==> src/rtl/spi_bus_arb_pkg.sv <==
// Shared types and defaults for the SPI bus arbiter: requester ids, FSM states,
// slave-select ids and the latched request payload.
package spi_bus_arb_pkg;

  localparam int unsigned GAP_CYC_DEF     = 8;
  localparam int unsigned TIMEOUT_CYC_DEF = 4096;
  localparam int unsigned CNT_W_DEF       = 13;
  localparam int unsigned CMD_W           = 16;
  localparam int unsigned NREQ            = 3;

  typedef enum logic [1:0] {
    REQ_GAIN = 2'd0,
    REQ_TRIG = 2'd1,
    REQ_EEP  = 2'd2
  } req_e;

  typedef enum logic [1:0] {
    ST_IDLE      = 2'd0,
    ST_ISSUE     = 2'd1,
    ST_WAIT_DONE = 2'd2,
    ST_GAP       = 2'd3
  } state_e;

  typedef enum logic [2:0] {
    SEL_CH1  = 3'd0,
    SEL_CH2  = 3'd1,
    SEL_CH3  = 3'd2,
    SEL_TRIG = 3'd3,
    SEL_EEP  = 3'd4
  } sel_e;

  typedef struct packed {
    logic [1:0]       ch;
    logic [CMD_W-1:0] cmd;
  } slot_t;

  // Round-robin successor: gain -> trig -> eep -> gain.
  function automatic req_e next_req(input req_e r);
    req_e n;
    case (r)
      REQ_GAIN: n = REQ_TRIG;
      REQ_TRIG: n = REQ_EEP;
      default:  n = REQ_GAIN;
    endcase
    return n;
  endfunction

  // Slave select addressed by a granted requester (gain uses its pot channel).
  function automatic sel_e slot_sel(input req_e r, input logic [1:0] ch);
    sel_e s;
    case (r)
      REQ_TRIG: s = SEL_TRIG;
      REQ_EEP:  s = SEL_EEP;
      default: begin
        case (ch)
          2'b01:   s = SEL_CH2;
          2'b10:   s = SEL_CH3;
          default: s = SEL_CH1;
        endcase
      end
    endcase
    return s;
  endfunction

endpackage

==> src/rtl/spi_bus_arb_rr.sv <==
// Three-way round-robin grant: first pending requester at or after ptr.
module rr_arb3
  import spi_bus_arb_pkg::*;
(
  input  logic [NREQ-1:0] pend,
  input  req_e            ptr,
  output logic            vld,
  output req_e            gnt
);

  req_e c1;
  req_e c2;

  always_comb begin
    c1  = next_req(ptr);
    c2  = next_req(c1);
    vld = 1'b1;
    gnt = ptr;
    if (pend[ptr]) begin
      gnt = ptr;
    end else if (pend[c1]) begin
      gnt = c1;
    end else if (pend[c2]) begin
      gnt = c2;
    end else begin
      vld = 1'b0;
    end
  end

endmodule

==> src/rtl/spi_bus_arb.sv <==
// Shares one SPI master between gain-pot, trigger-pot and EEPROM requesters,
// with round-robin grant, select routing, inter-transaction gap and timeout.
module spi_bus_arb
  import spi_bus_arb_pkg::*;
#(
  parameter int unsigned GAP_CYC     = GAP_CYC_DEF,
  parameter int unsigned TIMEOUT_CYC = TIMEOUT_CYC_DEF,
  parameter int unsigned CNT_W       = CNT_W_DEF
) (
  input  logic             clk,
  input  logic             rst_n,
  input  logic             gain_req,
  input  logic [1:0]       gain_ch,
  input  logic [CMD_W-1:0] gain_cmd,
  output logic             gain_done,
  input  logic             trig_req,
  input  logic [CMD_W-1:0] trig_cmd,
  output logic             trig_done,
  input  logic             eep_req,
  input  logic [CMD_W-1:0] eep_cmd,
  output logic             eep_done,
  output logic [CMD_W-1:0] rsp_data,
  output logic             err,
  output logic             busy,
  output logic             spi_wrt,
  output logic [CMD_W-1:0] spi_cmd,
  input  logic             spi_done,
  input  logic [CMD_W-1:0] spi_rd,
  input  logic             spi_ss_n,
  output logic             ch1_ss_n,
  output logic             ch2_ss_n,
  output logic             ch3_ss_n,
  output logic             trig_ss_n,
  output logic             EEP_ss_n
);

  state_e           state;
  req_e             ptr;
  req_e             gnt_r;
  sel_e             sel;
  logic [NREQ-1:0]  pend;
  logic [NREQ-1:0]  done_q;
  slot_t            slot [NREQ];
  slot_t            in_slot [NREQ];
  logic [CNT_W-1:0] cnt;
  logic [NREQ-1:0]  req_v;
  logic [NREQ-1:0]  cap;
  logic             arb_vld;
  req_e             arb_gnt;
  logic             ss_act;

  // Capture: illegal gain channel is dropped; a req coinciding with its own done is ignored.
  assign req_v = {eep_req, trig_req, gain_req && (gain_ch != 2'b11)};
  assign cap   = req_v & ~pend & ~done_q;

  assign in_slot[REQ_GAIN] = '{ch: gain_ch, cmd: gain_cmd};
  assign in_slot[REQ_TRIG] = '{ch: 2'b00,   cmd: trig_cmd};
  assign in_slot[REQ_EEP]  = '{ch: 2'b00,   cmd: eep_cmd};

  rr_arb3 u_arb (
    .pend (pend),
    .ptr  (ptr),
    .vld  (arb_vld),
    .gnt  (arb_gnt)
  );

  always_ff @(posedge clk) begin
    if (!rst_n) begin
      state    <= ST_IDLE;
      ptr      <= REQ_GAIN;
      gnt_r    <= REQ_GAIN;
      sel      <= SEL_CH1;
      pend     <= '0;
      done_q   <= '0;
      cnt      <= '0;
      err      <= 1'b0;
      busy     <= 1'b0;
      spi_wrt  <= 1'b0;
      spi_cmd  <= '0;
      rsp_data <= '0;
      for (int unsigned i = 0; i < NREQ; i++) begin
        slot[i] <= '0;
      end
    end else begin
      done_q  <= '0;
      err     <= 1'b0;
      spi_wrt <= 1'b0;

      for (int unsigned i = 0; i < NREQ; i++) begin
        if (cap[i]) begin
          pend[i] <= 1'b1;
          slot[i] <= in_slot[i];
        end
      end

      case (state)
        ST_IDLE: begin
          if (arb_vld) begin
            gnt_r   <= arb_gnt;
            sel     <= slot_sel(arb_gnt, slot[arb_gnt].ch);
            spi_cmd <= slot[arb_gnt].cmd;
            spi_wrt <= 1'b1;
            busy    <= 1'b1;
            state   <= ST_ISSUE;
          end
        end
        ST_ISSUE: begin
          cnt   <= '0;
          state <= ST_WAIT_DONE;
        end
        ST_WAIT_DONE: begin
          // spi_done has priority over a coincident timeout.
          if (spi_done || (cnt == CNT_W'(TIMEOUT_CYC - 1))) begin
            rsp_data      <= spi_done ? spi_rd : '0;
            err           <= !spi_done;
            done_q[gnt_r] <= 1'b1;
            pend[gnt_r]   <= 1'b0;
            ptr           <= next_req(gnt_r);
            cnt           <= '0;
            state         <= ST_GAP;
          end else begin
            cnt <= cnt + CNT_W'(1);
          end
        end
        ST_GAP: begin
          if (cnt == CNT_W'(GAP_CYC - 1)) begin
            cnt   <= '0;
            busy  <= 1'b0;
            state <= ST_IDLE;
          end else begin
            cnt <= cnt + CNT_W'(1);
          end
        end
        default: begin
          busy  <= 1'b0;
          state <= ST_IDLE;
        end
      endcase
    end
  end

  assign gain_done = done_q[REQ_GAIN];
  assign trig_done = done_q[REQ_TRIG];
  assign eep_done  = done_q[REQ_EEP];

  // Master SS_n reaches only the selected slave, and only while a transfer is in flight.
  assign ss_act    = (state == ST_WAIT_DONE);
  assign ch1_ss_n  = !(ss_act && (sel == SEL_CH1))  || spi_ss_n;
  assign ch2_ss_n  = !(ss_act && (sel == SEL_CH2))  || spi_ss_n;
  assign ch3_ss_n  = !(ss_act && (sel == SEL_CH3))  || spi_ss_n;
  assign trig_ss_n = !(ss_act && (sel == SEL_TRIG)) || spi_ss_n;
  assign EEP_ss_n  = !(ss_act && (sel == SEL_EEP))  || spi_ss_n;

endmodule

==> config.mk <==
export PLATFORM = sky130hd
export DESIGN_NAME = spi_bus_arb
export DESIGN_NICKNAME = d
export VERILOG_FILES = /design/src/rtl/spi_bus_arb_pkg.sv /design/src/rtl/spi_bus_arb_rr.sv /design/src/rtl/spi_bus_arb.sv
export SDC_FILE = /design/constraint.sdc
export NUM_CORES = 1
export LEC_CHECK = 0
export ABC_AREA = 1
export ABC_CLOCK_PERIOD_IN_PS = 2900
export CAP_MARGIN = 10
export CORE_UTILIZATION = 30
export CTS_CLUSTER_SIZE = 25
export DETAILED_ROUTE_END_ITERATION = 12
export GPL_TIMING_DRIVEN = 0
export PLACE_DENSITY = 0.63
export SLEW_MARGIN = 20
export SYNTH_ARGS = -nofsm -noshare
export SYNTH_HDL_FRONTEND = slang
export SYNTH_SLANG_ARGS = --single-unit
==> constraint.sdc <==
create_clock -name clk -period 2.9 [get_ports clk]
set_input_delay 0.58 -clock clk [delete_from_list [all_inputs] [get_ports clk]]
set_output_delay 0.58 -clock clk [all_outputs]
set_load 0.05 [all_outputs]
==> flow_metrics.tcl, run 1 <==
set metrics [dict create \
    cts_tree "built" \
    slowest_stage "dlygate4sd2_1" \
    worstMarginPinSlew_ns 0.900 \
    layout_common_cells "nand2_1, clkdlybuf4s50_1, inv_1, nor2_1, dfxtp_1" \
    final_common_cell "nand2_1" \
    path_max_fanout 7 \
    numCtsBuffers 17 \
    boundaryPins 116 \
    routed-via-count 4529 \
    post-route-period-util_pct 91.1 \
    ys.warnings.count 0 \
    leakage_nw 3.16 \
    hold_violations 0 \
    cts_max_path_buffers 2 \
    overflow 0 \
    cts_sinks 113 \
    grt_pass1_wl_mm 21.0 \
    floorplan.die.height_um 135 \
    cts_htree_levels 4 \
    seq_power_share_pct 34.5 \
    layout_min_cycle_time_ns 2.64 \
    final_util_pct 42.6 \
    antenna_found_initial 0 \
    crit_arrival_ns 2.06 \
    p_sw_mw 2.02 \
    startpoint_type "flop" \
    cts_root_buf "clkbuf_16" \
    first_global_vias 4169 \
    postRouteAntennaNets 0 \
    place_congestion 0.797 \
    start_util_pct 30.6 \
    reg2regPathDepth 6 \
    wl_per_cell_um 12.6 \
    area_delta_synth_final_pct 38.9 \
    wl_mm 13.1 \
    cap_violations 0 \
    synth_fp_nets 749 \
    die_w_um 135 \
    hold_start "rsp_data[9]" \
    required_ns 2.32 \
    drive_above_1_share_pct 8.82 \
    peakVddDrop_uv 423 \
    crit_type "reg -> out" \
    powerDensity_nw_per_um2 803 \
    portBuffers 115 \
    fin_tns_setup_ns 0 \
    routed_via_density 4.35 \
    postLayoutCellArea_um2 7360 \
    finalMaxSlewViolations 0 \
    critPathMaxStageDelay_ns 0.44 \
    yosysSeqAreaShare_pct 52.1 \
    cts_hold_buf 0 \
    clk_pin_slew_ns 0.06 \
    place_ws_ns 0.0229 \
    p_clk_share_pct 37.3 \
    setup_viol 0 \
    skew_ns 0.0113 \
    syn_inst 670 \
    hold_ws_ns 0.458 \
    track_usage_pct 15.1 \
    die_area_um2 18200 \
    synth_cell_type_count 34 \
    synth_seq_cells 113 \
    crit_path_end_kind "output port" \
    combPwrFrac_pct 28.2 \
    internal_power_mw 3.90 \
    hold_path_depth 2 \
    clk_latency_ns 0.41 \
    finalNetCount 882 \
    worstReg2RegStart "pend[0]" \
    n_antenna_cell 0 \
    grt_max_degree 19 \
    crit_chain "inv_1, ha_1, inv_1, nor3_2, nand3_1, dlygate4sd2_1" \
    fin_ws_ns 0.257 \
    drcViolationCount 0 \
    avgSynthCellArea_um2 7.91 \
    rows 48 \
    netlist_area_um2 5300 \
    max_slew_margin_pct 39.8 \
    crit_path_frequent_cell "inv_1" \
    switching_share_pct 34.1 \
    crit_start "state[0]" \
    drt-initial-drc-count 199 \
    timing.fmax_mhz 378 \
    firstDrtPassIters 5 \
    rsz0062_at_grt "no" \
    dpl-instance-area_um2 6730 \
    coreArea_um2 17300 \
    status "finished, final reports clean" \
    hp-class "reg -> reg" \
    hpwlAfterDp_mm 9.44 \
]
-- metrics by stage --
step	cells	total power, mW
6_report	1041	5.91
5_1_grt	1041	6.22
4_1_cts	1042	5.97
3_5_place_dp	1010	3.75
3_3_place_gp	1010	3.73
2_1_floorplan	670	3.16
-- flip-flops by register name, indices dropped and copies added (netlist names) --
signal / cells
busy: 1
cnt: 13
done_q: 3
err: 1
gnt_r: 2
pend: 3
ptr: 2
rsp_data: 16
sel: 3
slot: 50
spi_cmd: 16
spi_wrt: 1
state: 2
-- power groups by stage --
stage               sequential, mW  combinational (mW)  clock, mW
global route                  2.06                1.82       2.33
floorplan                     2.35               0.809          0
detailed placement            2.07                1.68          0
finish                        2.04                1.67       2.21
CTS                           2.04                1.69       2.25
global placement              2.06                1.67          0
-- path summary, 6_finish.rpt --
path | end | slack (ns)
setup / recovery | ch2_ss_n | 0.26
hold / removal | rsp_data[9] | 0.46
setup reg to reg | slot[0][7] | 0.70
hold reg to reg | rsp_data[9] | 0.46
-- cell type report --
cell class	instances	area [um2]
multi-input cells	440	2040
flip-flops and latches	113	2760
well taps	225	282
clock buffers	17	425
repair buffers	115	1150
inverters	89	334
fillers	1723	9930
plain buffers	27	169
clock inverters	15	204
-- cells in the mapped netlist, drive strengths merged --
cell type / instances / share of area (%)
a21oi: 43 / 4.1
a31oi: 2 / 0.24
buf: 14 / 2.3
clkbuf: 14 / 0.99
dfxtp: 63 / 24
edfxtp: 50 / 28
ha: 6 / 1.4
inv: 89 / 6.3
nand2: 226 / 16
nand3: 40 / 4.5
nand3b: 6 / 0.85
nand4: 7 / 0.83
nor2: 77 / 5.5
nor3: 7 / 0.97
nor3b: 1 / 0.14
o211ai: 2 / 0.28
o21ai: 11 / 1.1
o31ai: 1 / 0.14
or2: 3 / 0.35
xor2: 8 / 1.3
-- worst max-delay path: cells and delay by family, from the launching register on --
kind                     cells  cell delay (ns)
adder cells (fa/ha/maj)      1             0.32
buffers and inverters        3             0.70
flip-flops                   1             0.32
AND/OR/NAND/NOR              2             0.33
-- metal layers --
metal,wire length [um],up-vias,global-route usage (%)
met1,6340,1995,19.9
met5,0,-,0
met3,978,9,4.99
met4,96,0,4.37
met2,5660,145,23.5
li1,-,2380,-
-- logic make-up after synthesis --
group | share of synthesized area (%)
buf+inv | 9.56
xor+xnor | 1.32
simple gates | 29.7
compound gates | 5.90
fa+ha+maj | 1.42
flops | 52.1
-- repair_timing --
| action | in CTS | in global routing |
|---|---|---|
| gates resized for setup | 4 | 2 |
| buffers inserted | 0 | 0 |
| endpoints found under the hold margin | 0 | 0 |
| endpoints found under the setup margin | 4 | 5 |
Note: power is estimated with default switching activity, not from simulation.
==> inputs of run 2 (changes only) <==
--- a/config.mk
+++ b/config.mk
@@ -8,6 +8,7 @@
 export ABC_AREA = 1
 export ABC_CLOCK_PERIOD_IN_PS = 2900
 export CAP_MARGIN = 10
+export CORE_ASPECT_RATIO = 0.5
 export CORE_UTILIZATION = 30
 export CTS_CLUSTER_SIZE = 25
 export DETAILED_ROUTE_END_ITERATION = 12
==> flow_metrics.tcl, run 2 (same netlist as run 1, synthesis figures left out) <==
set metrics [dict create \
    status "finished, final reports clean" \
    skew_ns 0.00787 \
    max_slew_margin_pct 43.8 \
    final_common_cell "nand2_1" \
    drcViolationCount 0 \
    grt_pass1_wl_mm 21.8 \
    finalMaxSlewViolations 0 \
    post-route-period-util_pct 93.5 \
    clk_latency_ns 0.42 \
    first_global_vias 4391 \
    wl_mm 13.8 \
    track_usage_pct 15.8 \
    cts_hold_buf 0 \
    overflow 0 \
    cap_violations 0 \
    place_congestion 0.850 \
    layout_common_cells "nand2_1, clkdlybuf4s50_1, inv_1, nor2_1, dfxtp_1" \
    largestRegisters "slot: 50 flops, rsp_data: 16 flops, spi_cmd: 16 flops" \
    drive_above_1_share_pct 9.06 \
    setup_viol 0 \
    critPathMaxStageDelay_ns 0.43 \
    crit_chain "inv_1, ha_1, clkbuf_1, inv_1, nor3_2, nand3_1, dlygate4sd2_1" \
    finalNetCount 883 \
    required_ns 2.32 \
    clk_pin_slew_ns 0.06 \
    coreArea_um2 16800 \
    floorplan.die.height_um 96 \
    slowest_stage "dlygate4sd2_1" \
    cts_htree_levels 4 \
    boundaryPins 116 \
    start_util_pct 31.5 \
    routed-via-count 4555 \
    drt-initial-drc-count 184 \
    path_max_fanout 7 \
    rows 33 \
    rsz0062_at_grt "yes" \
    hpwlAfterDp_mm 9.84 \
    firstDrtPassIters 6 \
    die_area_um2 18200 \
    cts_max_path_buffers 2 \
    peakVddDrop_uv 515 \
    final_util_pct 43.5 \
    postRouteAntennaNets 0 \
    area_delta_synth_final_pct 37.9 \
    antenna_found_initial 0 \
    n_antenna_cell 0 \
    portBuffers 115 \
    numCtsBuffers 17 \
    crit_path_end_kind "output port" \
    layout_min_cycle_time_ns 2.71 \
    routed_via_density 4.36 \
    hold_violations 0 \
    startpoint_type "flop" \
    crit_path_frequent_cell "inv_1" \
    crit_type "reg -> out" \
    cts_root_buf "clkbuf_16" \
    cts_sinks 113 \
    fin_tns_setup_ns 0 \
    timing.fmax_mhz 369 \
    die_w_um 190 \
    powerDensity_nw_per_um2 786 \
    wl_per_cell_um 13.2 \
    worstMarginPinSlew_ns 0.841 \
    cts_tree "built" \
    hp-class "reg -> reg" \
    leakage_nw 3.15 \
    largest_reg_flops 50 \
    crit_arrival_ns 2.13 \
    grt_max_degree 19 \
    regMostFlops "slot" \
]
-- run 2: worst paths after layout --
check,to,slack [ns],cells past startpoint,start
setup reg to reg,slot[1][6],0.68,4,pend[2]
setup / recovery,trig_ss_n,0.19,7,state[0]
hold reg to reg,rsp_data[5],0.46,2,rsp_data[5]
hold / removal,rsp_data[5],0.46,2,rsp_data[5]
-- run 2: worst max-delay path: cells and delay by family, from the launching register on --
family	cells	cell delay, ns
simple gates	2	0.33
buf+inv	4	0.92
flops	1	0.31
fa+ha+maj	1	0.15
-- run 2: area by class of cell --
type	count	area (um2)
flip-flops and latches	113	2760
well taps	227	284
clock buffers	17	425
clock inverters	15	149
multi-input cells	440	2040
inverters	89	334
fillers	1675	9500
plain buffers	28	173
repair buffers	115	1140
-- run 2: timing repair --
item	CTS	global route
buffers inserted	0	0
hold endpoints to repair	0	0
gates resized for setup	4	4
setup endpoints to repair	4	5
cloned	0	0
-- run 2: routing by layer --
metal | global-route usage, % | routed length, um
met3 | 4.08 | 802
met5 | 0 | 0
met4 | 5.98 | 169
met2 | 26.9 | 6410
met1 | 19.4 | 6390
-- run 2: where the power goes --
part / internal [mW] / switching [mW]
Combinational: 0.551 / 1.13
Sequential: 1.90 / 0.121
Clock: 1.20 / 0.839
-- run 2: through the flow --
stage               worst slack, ns  instance area, um2  cells  hold slack (ns)  power [mW]
floorplan                     0.773                5300    670            0.458        3.16
global placement              0.104                6740   1012            0.448        3.72
detailed placement            0.106                6740   1012            0.454        3.75
CTS                          0.0297                7310   1044            0.463        5.79
global route                -0.0135                7310   1044            0.479        6.03
finish                        0.190                7310   1044            0.458        5.74
